<file path="src/rtl/ovr_i_pkg.sv">
// Shared types and default parameter values for the over-current guard.
package ovr_i_pkg;

    typedef enum logic [1:0] {
        WAIT  = 2'd0,
        BLANK = 2'd1,
        SENSE = 2'd2
    } period_state_t;

    localparam int BLANK_CYC_DEF    = 128;
    localparam int TRIP_PERIODS_DEF = 16;
    localparam int FLT_CNT_W_DEF    = 8;

endpackage

</file>
<file path="src/rtl/ovr_i_guard_synch2.sv">
// Two-flop synchroniser for an asynchronous flag; output lags the input by 2 clocks.
module synch2 (
    input  logic clk,
    input  logic rst,
    input  logic d,
    output logic q
);

    logic r_meta;
    logic r_sync;

    always_ff @(posedge clk) begin
        if (rst) begin
            r_meta <= 1'b0;
            r_sync <= 1'b0;
        end else begin
            r_meta <= d;
            r_sync <= r_meta;
        end
    end

    assign q = r_sync;

endmodule

</file>
<file path="src/rtl/ovr_i_guard.sv">
// Over-current guard: blanks bridge flags after each PWM period start, counts
// consecutive over-current periods and latches a shutdown with a saturating trip count.
module ovr_i_guard
    import ovr_i_pkg::*;
#(
    parameter int BLANK_CYC    = BLANK_CYC_DEF,
    parameter int TRIP_PERIODS = TRIP_PERIODS_DEF,
    parameter int FLT_CNT_W    = FLT_CNT_W_DEF
) (
    input  logic                 clk,
    input  logic                 rst,
    input  logic                 pwm_synch,
    input  logic                 OVR_I_lft,
    input  logic                 OVR_I_rght,
    input  logic                 clr_fault,
    output logic                 shtdwn,
    output logic                 trip_lft,
    output logic                 trip_rght,
    output logic [FLT_CNT_W-1:0] flt_cnt
);

    localparam int BLK_W = (BLANK_CYC > 1) ? $clog2(BLANK_CYC) : 1;
    localparam int CON_W = $clog2(TRIP_PERIODS + 1);
    localparam logic [BLK_W-1:0] BLK_LOAD = BLK_W'(BLANK_CYC - 1);
    localparam logic [CON_W-1:0] TRIP_N   = CON_W'(TRIP_PERIODS);

    function automatic logic [CON_W-1:0] sat_inc_consec(input logic [CON_W-1:0] v);
        return (v >= TRIP_N) ? TRIP_N : v + 1'b1;
    endfunction

    function automatic logic [FLT_CNT_W-1:0] sat_inc_flt(input logic [FLT_CNT_W-1:0] v);
        return (&v) ? v : v + 1'b1;
    endfunction

    logic w_ovr_l_s;
    logic w_ovr_r_s;

    synch2 u_sync_l (.clk(clk), .rst(rst), .d(OVR_I_lft),  .q(w_ovr_l_s));
    synch2 u_sync_r (.clk(clk), .rst(rst), .d(OVR_I_rght), .q(w_ovr_r_s));

    period_state_t        r_state;
    logic [BLK_W-1:0]     r_blank_cnt;
    logic                 r_hit_l;
    logic                 r_hit_r;
    logic [CON_W-1:0]     r_consec;
    logic                 r_shtdwn;
    logic                 r_trip_l;
    logic                 r_trip_r;
    logic [FLT_CNT_W-1:0] r_flt_cnt;

    logic             w_sense;
    logic             w_hit_l;
    logic             w_hit_r;
    logic             w_eval;
    logic [CON_W-1:0] w_consec_nxt;
    logic             w_trip;

    // A hit sampled on the period-end clock still belongs to the ending period.
    assign w_sense      = (r_state == SENSE);
    assign w_hit_l      = r_hit_l | (w_sense & w_ovr_l_s);
    assign w_hit_r      = r_hit_r | (w_sense & w_ovr_r_s);
    assign w_eval       = pwm_synch & (r_state != WAIT);
    assign w_consec_nxt = (w_hit_l | w_hit_r) ? sat_inc_consec(r_consec) : '0;
    assign w_trip       = w_eval & ~r_shtdwn & (w_consec_nxt == TRIP_N);

    always_ff @(posedge clk) begin
        if (rst) begin
            r_state     <= WAIT;
            r_blank_cnt <= '0;
            r_hit_l     <= 1'b0;
            r_hit_r     <= 1'b0;
        end else begin
            case (r_state)
                WAIT: begin
                    if (pwm_synch) begin
                        r_state     <= BLANK;
                        r_blank_cnt <= BLK_LOAD;
                    end
                end
                BLANK, SENSE: begin
                    if (pwm_synch) begin
                        r_state     <= BLANK;
                        r_blank_cnt <= BLK_LOAD;
                        r_hit_l     <= 1'b0;
                        r_hit_r     <= 1'b0;
                    end else if (r_state == BLANK) begin
                        if (r_blank_cnt == '0) begin
                            r_state <= SENSE;
                        end else begin
                            r_blank_cnt <= r_blank_cnt - 1'b1;
                        end
                    end else begin
                        r_hit_l <= w_hit_l;
                        r_hit_r <= w_hit_r;
                    end
                end
                default: begin
                    r_state <= WAIT;
                end
            endcase
        end
    end

    // While shut down, evaluations are ignored and the consecutive count stays at zero.
    always_ff @(posedge clk) begin
        if (rst) begin
            r_consec  <= '0;
            r_shtdwn  <= 1'b0;
            r_trip_l  <= 1'b0;
            r_trip_r  <= 1'b0;
            r_flt_cnt <= '0;
        end else if (r_shtdwn) begin
            r_consec <= '0;
            if (clr_fault) begin
                r_shtdwn <= 1'b0;
            end
        end else if (w_trip) begin
            r_shtdwn  <= 1'b1;
            r_trip_l  <= w_hit_l;
            r_trip_r  <= w_hit_r;
            r_flt_cnt <= sat_inc_flt(r_flt_cnt);
            r_consec  <= '0;
        end else if (w_eval) begin
            r_consec <= w_consec_nxt;
        end
    end

    assign shtdwn    = r_shtdwn;
    assign trip_lft  = r_trip_l;
    assign trip_rght = r_trip_r;
    assign flt_cnt   = r_flt_cnt;

endmodule

</file>
<file path="config.mk">
export PLATFORM = sky130hd
export DESIGN_NAME = ovr_i_guard
export DESIGN_NICKNAME = d
export VERILOG_FILES = /design/src/rtl/ovr_i_pkg.sv /design/src/rtl/ovr_i_guard_synch2.sv /design/src/rtl/ovr_i_guard.sv
export SDC_FILE = /design/constraint.sdc
export NUM_CORES = 1
export LEC_CHECK = 0
export BUFFER_PORTS_ARGS = -buffer_cell sky130_fd_sc_hd__buf_2
export CAP_MARGIN = 20
export CORE_MARGIN = 1
export CORE_UTILIZATION = 60
export CTS_CLUSTER_SIZE = 24
export DETAILED_ROUTE_END_ITERATION = 10
export PLACE_DENSITY = 0.81
export SETUP_SLACK_MARGIN = 0.3
export SLEW_MARGIN = 40
export SYNTH_ARGS = -nofsm -noshare
export SYNTH_HDL_FRONTEND = slang
export SYNTH_HIERARCHICAL = 1
export SYNTH_SLANG_ARGS = --single-unit
export TNS_END_PERCENT = 10
</file>
<file path="constraint.sdc">
create_clock -name clk -period 4 [get_ports clk]
set_clock_uncertainty 0.2 [all_clocks]
set_input_delay 0.8 -clock clk [delete_from_list [all_inputs] [get_ports clk]]
set_output_delay 0.8 -clock clk [all_outputs]
set_load 0.02 [all_outputs]
</file>
==> impl_metrics.json, run 1 <==
{
  "outcome": "complete, no violations",
  "period_needed_ps": 2450,
  "synth_common_cells": "dfxtp_1, nor2_1, a21oi_1",
  "ys_warn_count": 6,
  "syn_area_um2": 1670,
  "fmax_mhz": 408,
  "min_period_over_period_pct": 61.3,
  "post-place-cells": 229,
  "yosysSeqAreaShare_pct": 37.2,
  "ios": 17,
  "grt_max_degree": 30,
  "ir_drop_uv": 292,
  "nFillCells": 197,
  "nets": 221,
  "ant_nets": 0,
  "async_reset_ff_share_pct": 0,
  "tritoncts": "built",
  "use_met2_pct": 39.6,
  "grt.busiest_layer": "met2",
  "multi_input_area_um2": 990,
  "overflow": 0,
  "dr.pass1.iters": 4,
  "grt_pass1_wl_um": 5290,
  "synth_top_area_share_pct": 37.2,
  "stdcell_count": 237,
  "cts_resized": 0,
  "path_max_fanout": 8,
  "setup_tns_ps": 0,
  "die_h_um": 54.8,
  "setup_ws_ps": 1550,
  "viasPerCell": 6.00,
  "yosys-top-cells-area": "dfxtp_1, ha_1, a21oi_1",
  "area_growth_pct": 8.69,
  "holdBufCountCts": 0,
  "detail_route.iter0.violations": 27,
  "drc": 0,
  "cts_buffer_depth": 2,
  "wl_per_cell_um": 14.0,
  "yosysMostFrequentCell": "dfxtp_1",
  "cts-root-buf": "clkbuf_4",
  "grt_pass1_vias": 1242,
  "start_util_pct": 65.6,
  "finalWirelength_um": 3330,
  "use_met1_pct": 30.5,
  "place_ws_ps": 1450,
  "area.sequential_um2": 621,
  "slew_viol_final": 0,
  "routabilityCongestion": 0.887,
  "post_cts_buffers": 0,
  "grt_antenna_before_repair": 0,
  "design_area_um2": 1820,
  "crit_arrival_ps": 2470,
  "dpl.hpwl_um": 2430,
  "finish.utilization_pct": 71.3,
  "port_buffers": 16,
  "hp-class": "register to register",
  "clk_latency_ps": 330,
  "syn_nets": 202,
  "cts_num_sinks": 31,
  "critPathKind": "register to register",
  "avgSynthCellArea_um2": 8.93,
  "core_region_area_um2": 2540,
  "clk_pin_slew_worst_paths_ps": 100,
  "synth_cell_types": 50,
  "end_kind": "register",
  "cts_max_level": 2,
  "num_rows": 18,
  "relSlewSlack_pct": 59.3,
  "cts_inserted_buffers": 5,
  "critPathLaunchType": "register",
  "ys.flop_type": "dfxtp_1",
  "hold_viol": 0,
  "ys_ff_latch": 31,
  "postSynthCellCount": 187,
  "p_per_area_nw_per_um2": 314,
  "synth_top_area_cell": "dfxtp_1",
  "maxCapViolCount": 0,
  "vias": 1421,
  "finalSetupViolCount": 0,
  "antenna_cells": 0,
  "worst_pin_slew_ps": 604,
  "grt.met3_usage_pct": 10.3,
  "p_leak_uw": 0.000688,
  "synth-edff-count": 0,
  "die-area_um2": 3000,
  "placed_area_um2": 1770,
  "drive_above_1_share_pct": 17.9,
  "die_w_um": 54.8,
  "worst_ep_required_time_ps": 4020,
  "rsz0062_at_grt": "false",
  "track_usage_pct": 24.9
}
final cells by class:
cell class | instances | area share (%)
clock buffers | 7 | 2.48
multi-input cells | 142 | 54.5
clock inverters | 1 | 0.276
inverters | 10 | 2.07
well taps | 30 | 2.07
flip-flops and latches | 31 | 34.2
repair buffers | 16 | 4.41
cells by family (layout without fill, tap and decap cells):
family | Yosys count | in the layout | share of synthesized area [%]
adders and majority gates | 9 | 9 | 6.74
DFF | 31 | 31 | 37.2
buffers and inverters | 14 | 34 | 3.60
xor gates and xnor gates | 6 | 6 | 3.15
muxes | 3 | 3 | 1.95
AOI/OAI and AO/OA | 50 | 50 | 19.9
and+or+nand+nor | 74 | 74 | 27.6
path summary, 6_finish.rpt:
kind / to / depth (start not counted) / from / slack [ps]
setup reg to reg: flt_cnt[4] / 7 / r_state[0] / 1550
hold / removal: u_sync_l/q / 1 / u_sync_l/r_meta / 260
setup / recovery: flt_cnt[4] / 7 / r_state[0] / 1550
hold reg to reg: u_sync_l/q / 1 / u_sync_l/r_meta / 260
placed cells by master, fill, tap and decap left out, types with 3 or more instances in the layout:
cell	netlist	final
dfxtp_1	31	31
nor2_1	20	20
o21ai_0	6	6
buf_2	0	16
ha_1	9	9
inv_1	10	10
xor2_1	6	6
a31oi_1	4	4
nor4_1	3	3
a211oi_1	4	4
clkbuf_4	0	5
a21oi_1	18	18
nand2_1	11	11
nand4b_1	3	3
a21oi_2	3	3
nand3_1	6	6
nor2b_1	7	7
flip-flops by register name (all words and copies together), names as in the netlist:
register,count
u_sync_r/r_meta,1
flt_cnt,8
r_hit_l,1
shtdwn,1
r_state,2
r_blank_cnt,7
trip_lft,1
trip_rght,1
u_sync_l/q,1
r_hit_r,1
r_consec,5
u_sync_l/r_meta,1
u_sync_r/q,1
power by group:
group	total [uW]	switching, uW	internal, uW	leakage, uW
clock	171	103	68.4	0.0000293
combinational	68.4	41.1	27.3	0.000406
sequential	331	10.5	321	0.000253
total	571	155	416	0.000688
through the flow:
stage	hold slack, ps	total power [uW]
5_1_grt	276	604
4_1_cts	260	576
2_1_floorplan	214	389
6_report	256	571
3_5_place_dp	243	405
3_3_place_gp	221	400
worst max-delay path, stage by stage (launching register included):
cell,delay (ps)
dfxtp_1,440
inv_1,130
ha_1,330
nand2b_4,210
nor3_4,240
nor2_4,110
nor4_1,300
mux2_2,370
metal layers:
metal / share of wire (%) / up-vias
met5: 0 / -
met4: 0.75 / 0
met2: 47 / 36
met3: 4.5 / 2
li1: - / 718
met1: 48 / 665
(Power assumes the default switching activity.)
==> inputs of run 2 (changes only) <==
--- a/config.mk
+++ b/config.mk
@@ -8,10 +8,10 @@
 export BUFFER_PORTS_ARGS = -buffer_cell sky130_fd_sc_hd__buf_2
 export CAP_MARGIN = 20
 export CORE_MARGIN = 1
-export CORE_UTILIZATION = 60
+export CORE_UTILIZATION = 52
 export CTS_CLUSTER_SIZE = 24
 export DETAILED_ROUTE_END_ITERATION = 10
-export PLACE_DENSITY = 0.81
+export PLACE_DENSITY = 0.74
 export SETUP_SLACK_MARGIN = 0.3
 export SLEW_MARGIN = 40
 export SYNTH_ARGS = -nofsm -noshare
==> constraint.sdc (replaced) <==
create_clock -name clk -period 2.25 [get_ports clk]
set_clock_uncertainty 0.2 [all_clocks]
set_input_delay 0.45 -clock clk [delete_from_list [all_inputs] [get_ports clk]]
set_output_delay 0.45 -clock clk [all_outputs]
set_load 0.02 [all_outputs]
==> impl_metrics.json, run 2 (synthesis results as in run 1) <==
{
  "swShare_pct": 27.0,
  "antenna_cells": 0,
  "ios": 17,
  "most-common-layout-cells": "dfxtp_1, nor2_1, a21oi_1, buf_4, buf_2",
  "holdBufCountCts": 0,
  "power.internal_uw": 772,
  "dpl.hpwl_um": 2410,
  "critPathKind": "register to register",
  "slew_viol_final": 0,
  "routabilityCongestion": 0.867,
  "cts_buffer_depth": 2,
  "wl_per_cell_um": 13.2,
  "largest_reg_flops": 8,
  "clk_pin_slew_worst_paths_ps": 110,
  "cts_num_sinks": 31,
  "p_per_area_nw_per_um2": 521,
  "track_usage_pct": 23.7,
  "port_buffers": 16,
  "crit_arrival_ps": 2150,
  "worstPathCellList": "ha_2 -> a31oi_1 -> a21o_2 -> or4_1 -> o211ai_1 -> o41ai_2",
  "rsz0062_at_grt": "true",
  "tritoncts": "built",
  "ant_nets": 0,
  "drive_above_1_share_pct": 30.0,
  "p_leak_uw": 0.000785,
  "die_h_um": 58.7,
  "combPwrFrac_pct": 12.7,
  "nets": 238,
  "drc": 0,
  "die-area_um2": 3440,
  "critPathLaunchType": "register",
  "outcome": "complete, no violations",
  "overflow": 0,
  "rrSetupSlack_ps": 110,
  "worst_ep_required_time_ps": 2260,
  "nFillCells": 261,
  "start_util_pct": 54.7,
  "clk_latency_ps": 340,
  "hp-class": "primary input to register",
  "grt_antenna_before_repair": 0,
  "maxCapViolCount": 0,
  "r2r_start": "r_consec[0]",
  "grt_pass1_vias": 1395,
  "min_period_over_period_pct": 95.3,
  "vias": 1499,
  "die_w_um": 58.7,
  "dr.pass1.iters": 4,
  "max_stage_delay_ps": 470,
  "path_max_fanout": 7,
  "mostFrequentLayoutCell": "dfxtp_1",
  "fmax_mhz": 466,
  "setup_tns_ps": 0,
  "hold_viol": 0,
  "period_needed_ps": 2140,
  "num_rows": 20,
  "reg2reg_depth": 6,
  "place_ws_ps": 5.91,
  "grt_max_degree": 30,
  "crit_path_start": "r_consec[0]",
  "area_growth_pct": 21.6,
  "ir_drop_uv": 399,
  "relSlewSlack_pct": 60.3,
  "cp-endpoint": "flt_cnt[7]",
  "r2r_end": "flt_cnt[7]",
  "cts-root-buf": "clkbuf_4",
  "p_total_uw": 1060,
  "p_switching_uw": 285,
  "cts_inserted_buffers": 5,
  "finalSetupViolCount": 0,
  "slowest_stage": "or4_1",
  "clkPwrFrac_pct": 32.0,
  "cts_max_level": 2,
  "worst_pin_slew_ps": 590,
  "finalWirelength_um": 3530,
  "end_kind": "register",
  "detail_route.iter0.violations": 86,
  "core_region_area_um2": 3050,
  "setup_ws_ps": 106,
  "viasPerCell": 5.61,
  "fin_hold_ws_ps": 132,
  "p_seq_share_pct": 55.4,
  "grt_pass1_wl_um": 6180
}
-- run 2: power by group through the flow --
stage | Sequential, uW | Combinational [uW] | Clock (uW)
final | 586 | 134 | 338
after global routing | 589 | 152 | 369
after CTS | 585 | 131 | 348
after detailed placement | 599 | 124 | 0
after global placement | 597 | 121 | 0
after floorplan | 596 | 95.9 | 0
-- run 2: timing repair --
action | CTS | global route
hold endpoints to repair | 0 | 0
resized for setup | 10 | 2
pin swaps | 6 | 2
setup buffers | 8 | 5
setup endpoints to repair | 21 | 25
-- run 2: worst min path at each step --
stage	slack, ps	start	endpoint	cells after the start
6_report	130	OVR_I_lft	u_sync_l/r_meta	2
5_1_grt	150	OVR_I_lft	u_sync_l/r_meta	2
4_1_cts	120	OVR_I_rght	u_sync_r/r_meta	2
3_5_place_dp	230	u_sync_r/r_meta	u_sync_r/q	1
3_3_place_gp	230	u_sync_r/r_meta	u_sync_r/q	1
2_1_floorplan	210	u_sync_l/r_meta	u_sync_l/q	1
-- run 2: final cells by class --
cell class                 instances  area (um^2)  share of cell area, %
tap                               44         55.1                   2.71
timing repair buffer              33          208                   10.2
clock inverter                     1         5.00                  0.246
inverter                          10         37.5                   1.85
sequential                        31          627                   30.9
multi-input combinational        142         1050                   51.6
clock buffer                       6         51.3                   2.53
-- run 2: metal layers --
| metal | up-vias | track usage [%] | share of wire [%] |
|---|---|---|---|
| li1 | 754 | - | - |
| met1 | 705 | 31.9 | 46 |
| met3 | 7 | 4.84 | 3.8 |
| met2 | 33 | 35.5 | 48 |
| met5 | - | 0 | 0 |
| met4 | 0 | 13.6 | 2.0 |
-- run 2: worst max-delay path: cells and delay by family (launching register included) --
kind | cells | cell delay, ps
AO/OA/AOI/OAI | 4 | 720
adder cells (fa/ha/maj) | 1 | 250
flip-flops | 1 | 370
AND/OR/NAND/NOR | 1 | 470
-- run 2: per-stage QoR --
step | area (um^2) | instances | utilization, %
5_1_grt | 2030 | 267 | 66.5
3_3_place_gp | 1820 | 247 | 59.8
4_1_cts | 1980 | 262 | 65.0
6_report | 2030 | 267 | 66.5
3_5_place_dp | 1820 | 247 | 59.8
2_1_floorplan | 1680 | 187 | -
==> inputs of run 3 (changes only) <==
==> constraint.sdc (replaced) <==
create_clock -name clk -period 1.9 [get_ports clk]
set_clock_uncertainty 0.2 [all_clocks]
set_input_delay 0.285 -clock clk [delete_from_list [all_inputs] [get_ports clk]]
set_output_delay 0.285 -clock clk [all_outputs]
set_load 0.02 [all_outputs]
==> impl_metrics.json, run 3 (synthesis results as in run 1) <==
{
  "outcome": "finished, violations left",
  "violations": "setup timing",
  "drc": 0,
  "clkPwrFrac_pct": 31.5,
  "clk_latency_ps": 350,
  "end_kind": "register",
  "hold_viol": 0,
  "die-area_um2": 3440,
  "die_w_um": 58.7,
  "cts-root-buf": "clkbuf_4",
  "grt_pass1_vias": 1542,
  "hp-class": "primary input to register",
  "viasPerCell": 5.57,
  "port_buffers": 16,
  "dr.pass1.iters": 4,
  "grt_antenna_before_repair": 0,
  "rsz0062_at_grt": "true",
  "tritoncts": "built",
  "min_period_over_period_pct": 109,
  "relSlewSlack_pct": 63.9,
  "finalWirelength_um": 3950,
  "path_max_fanout": 8,
  "cts_max_level": 2,
  "die_h_um": 58.7,
  "crit_arrival_ps": 2140,
  "largest_reg_flops": 8,
  "p_leak_uw": 0.000857,
  "start_util_pct": 54.7,
  "p_seq_share_pct": 53.0,
  "slowest_stage": "or4_4",
  "fmax_mhz": 484,
  "dpl.hpwl_um": 2720,
  "most-common-layout-cells": "buf_4, dfxtp_1, nor2_1, buf_2, a21oi_1",
  "detail_route.iter0.violations": 72,
  "swShare_pct": 29.9,
  "vias": 1582,
  "p_switching_uw": 394,
  "ir_drop_uv": 594,
  "p_per_area_nw_per_um2": 599,
  "antenna_cells": 0,
  "period_needed_ps": 2060,
  "overflow": 0,
  "area_growth_pct": 31.7,
  "power.internal_uw": 923,
  "grt_pass1_wl_um": 6780,
  "max_stage_delay_ps": 490,
  "drive_above_1_share_pct": 40.4,
  "core_region_area_um2": 3050,
  "track_usage_pct": 25.9,
  "ios": 17,
  "ant_nets": 0,
  "num_rows": 20,
  "setup_ws_ps": -164,
  "fin_hold_ws_ps": 197,
  "grt_max_degree": 30,
  "worstPathCellList": "inv_2 -> ha_4 -> nand4b_1 -> nor3_4 -> nor2_4 -> or4_4 -> a21oi_2",
  "post_cts_buffers": 0,
  "cts_num_sinks": 31,
  "wl_per_cell_um": 13.9,
  "slew_viol_final": 0,
  "maxCapViolCount": 0,
  "nets": 254,
  "worst_ep_required_time_ps": 1980,
  "critPathKind": "register to register",
  "mostFrequentLayoutCell": "buf_4",
  "clk_pin_slew_worst_paths_ps": 120,
  "cts_buffer_depth": 2,
  "combPwrFrac_pct": 15.5,
  "critPathLaunchType": "register",
  "finish.utilization_pct": 72.0,
  "routabilityCongestion": 0.910,
  "worst_pin_slew_ps": 541,
  "cts_inserted_buffers": 5,
  "finalSetupViolCount": 14
}
## run 3: changes by cell type in the layout (fill, tap and decap cells not counted), sizes merged
cell | before | now
clkinvlp | 0 | 2
clkbuf | 6 | 5
clkinv | 1 | 0
inv | 10 | 11
dlygate4sd3 | 0 | 3
buf | 33 | 46
## run 3: area by class of cell
class,count,area [um^2]
inverters,10,40.0
clock inverters,3,23.8
fillers,229,853
well taps,44,55.1
multi-input cells,142,1080
flip-flops and latches,31,631
repair buffers,49,335
clock buffers,5,37.5
## run 3: per-stage QoR
stage / setup TNS (ps) / worst slack [ps] / power (uW) / cell area, um^2 / instances
floorplan: -2140 / -187 / 820 / 1680 / 187
global placement: -2130 / -221 / 878 / 2020 / 273
detailed placement: -2880 / -280 / 887 / 2020 / 273
CTS: -1360 / -165 / 1300 / 2140 / 284
global route: -2480 / -276 / 1380 / 2200 / 284
finish: -1220 / -164 / 1320 / 2200 / 284
## run 3: timing repair
| action | CTS | global route |
|---|---|---|
| gates cloned | 0 | 0 |
| setup endpoints to repair | 25 | 28 |
| hold endpoints to repair | 3 | 0 |
| pin swaps | 8 | 12 |
| hold buffers | 3 | 0 |
| resized for setup | 9 | 19 |
## run 3: path summary, 6_finish.rpt
kind / startpoint / to / slack (ps) / cells after the start
worst min-delay path: rst / r_hit_l / 200 / 2
worst max-delay path: r_consec[1] / flt_cnt[5] / -160 / 7
worst min register to register: u_sync_r/r_meta / u_sync_r/q / 260 / 1
worst max register to register: r_consec[1] / flt_cnt[5] / -160 / 7
## run 3: power groups by stage
stage	Combinational (uW)	Sequential (uW)	Clock, uW
3_5_place_dp	180	707	0
4_1_cts	190	693	417
3_3_place_gp	172	706	0
6_report	204	699	415
2_1_floorplan	114	706	0
5_1_grt	226	702	455
## run 3: metal layers
metal  vias up  part of all wire (%)  GRT usage (%)
met5         -                     0              0
met4         0                  0.96           12.6
met3         6                   2.9           7.47
met2        30                    51           42.0
met1       760                    45           31.7
li1        786                     -              -
## run 3: worst max-delay path, delay by kind of cell (launching register included)
kind,cells,cell delay [ps]
AND/OR/NAND/NOR,4,1020
flip-flops,1,370
AO/OA/AOI/OAI,1,110
adder cells (fa/ha/maj),1,240
buffers and inverters,1,50
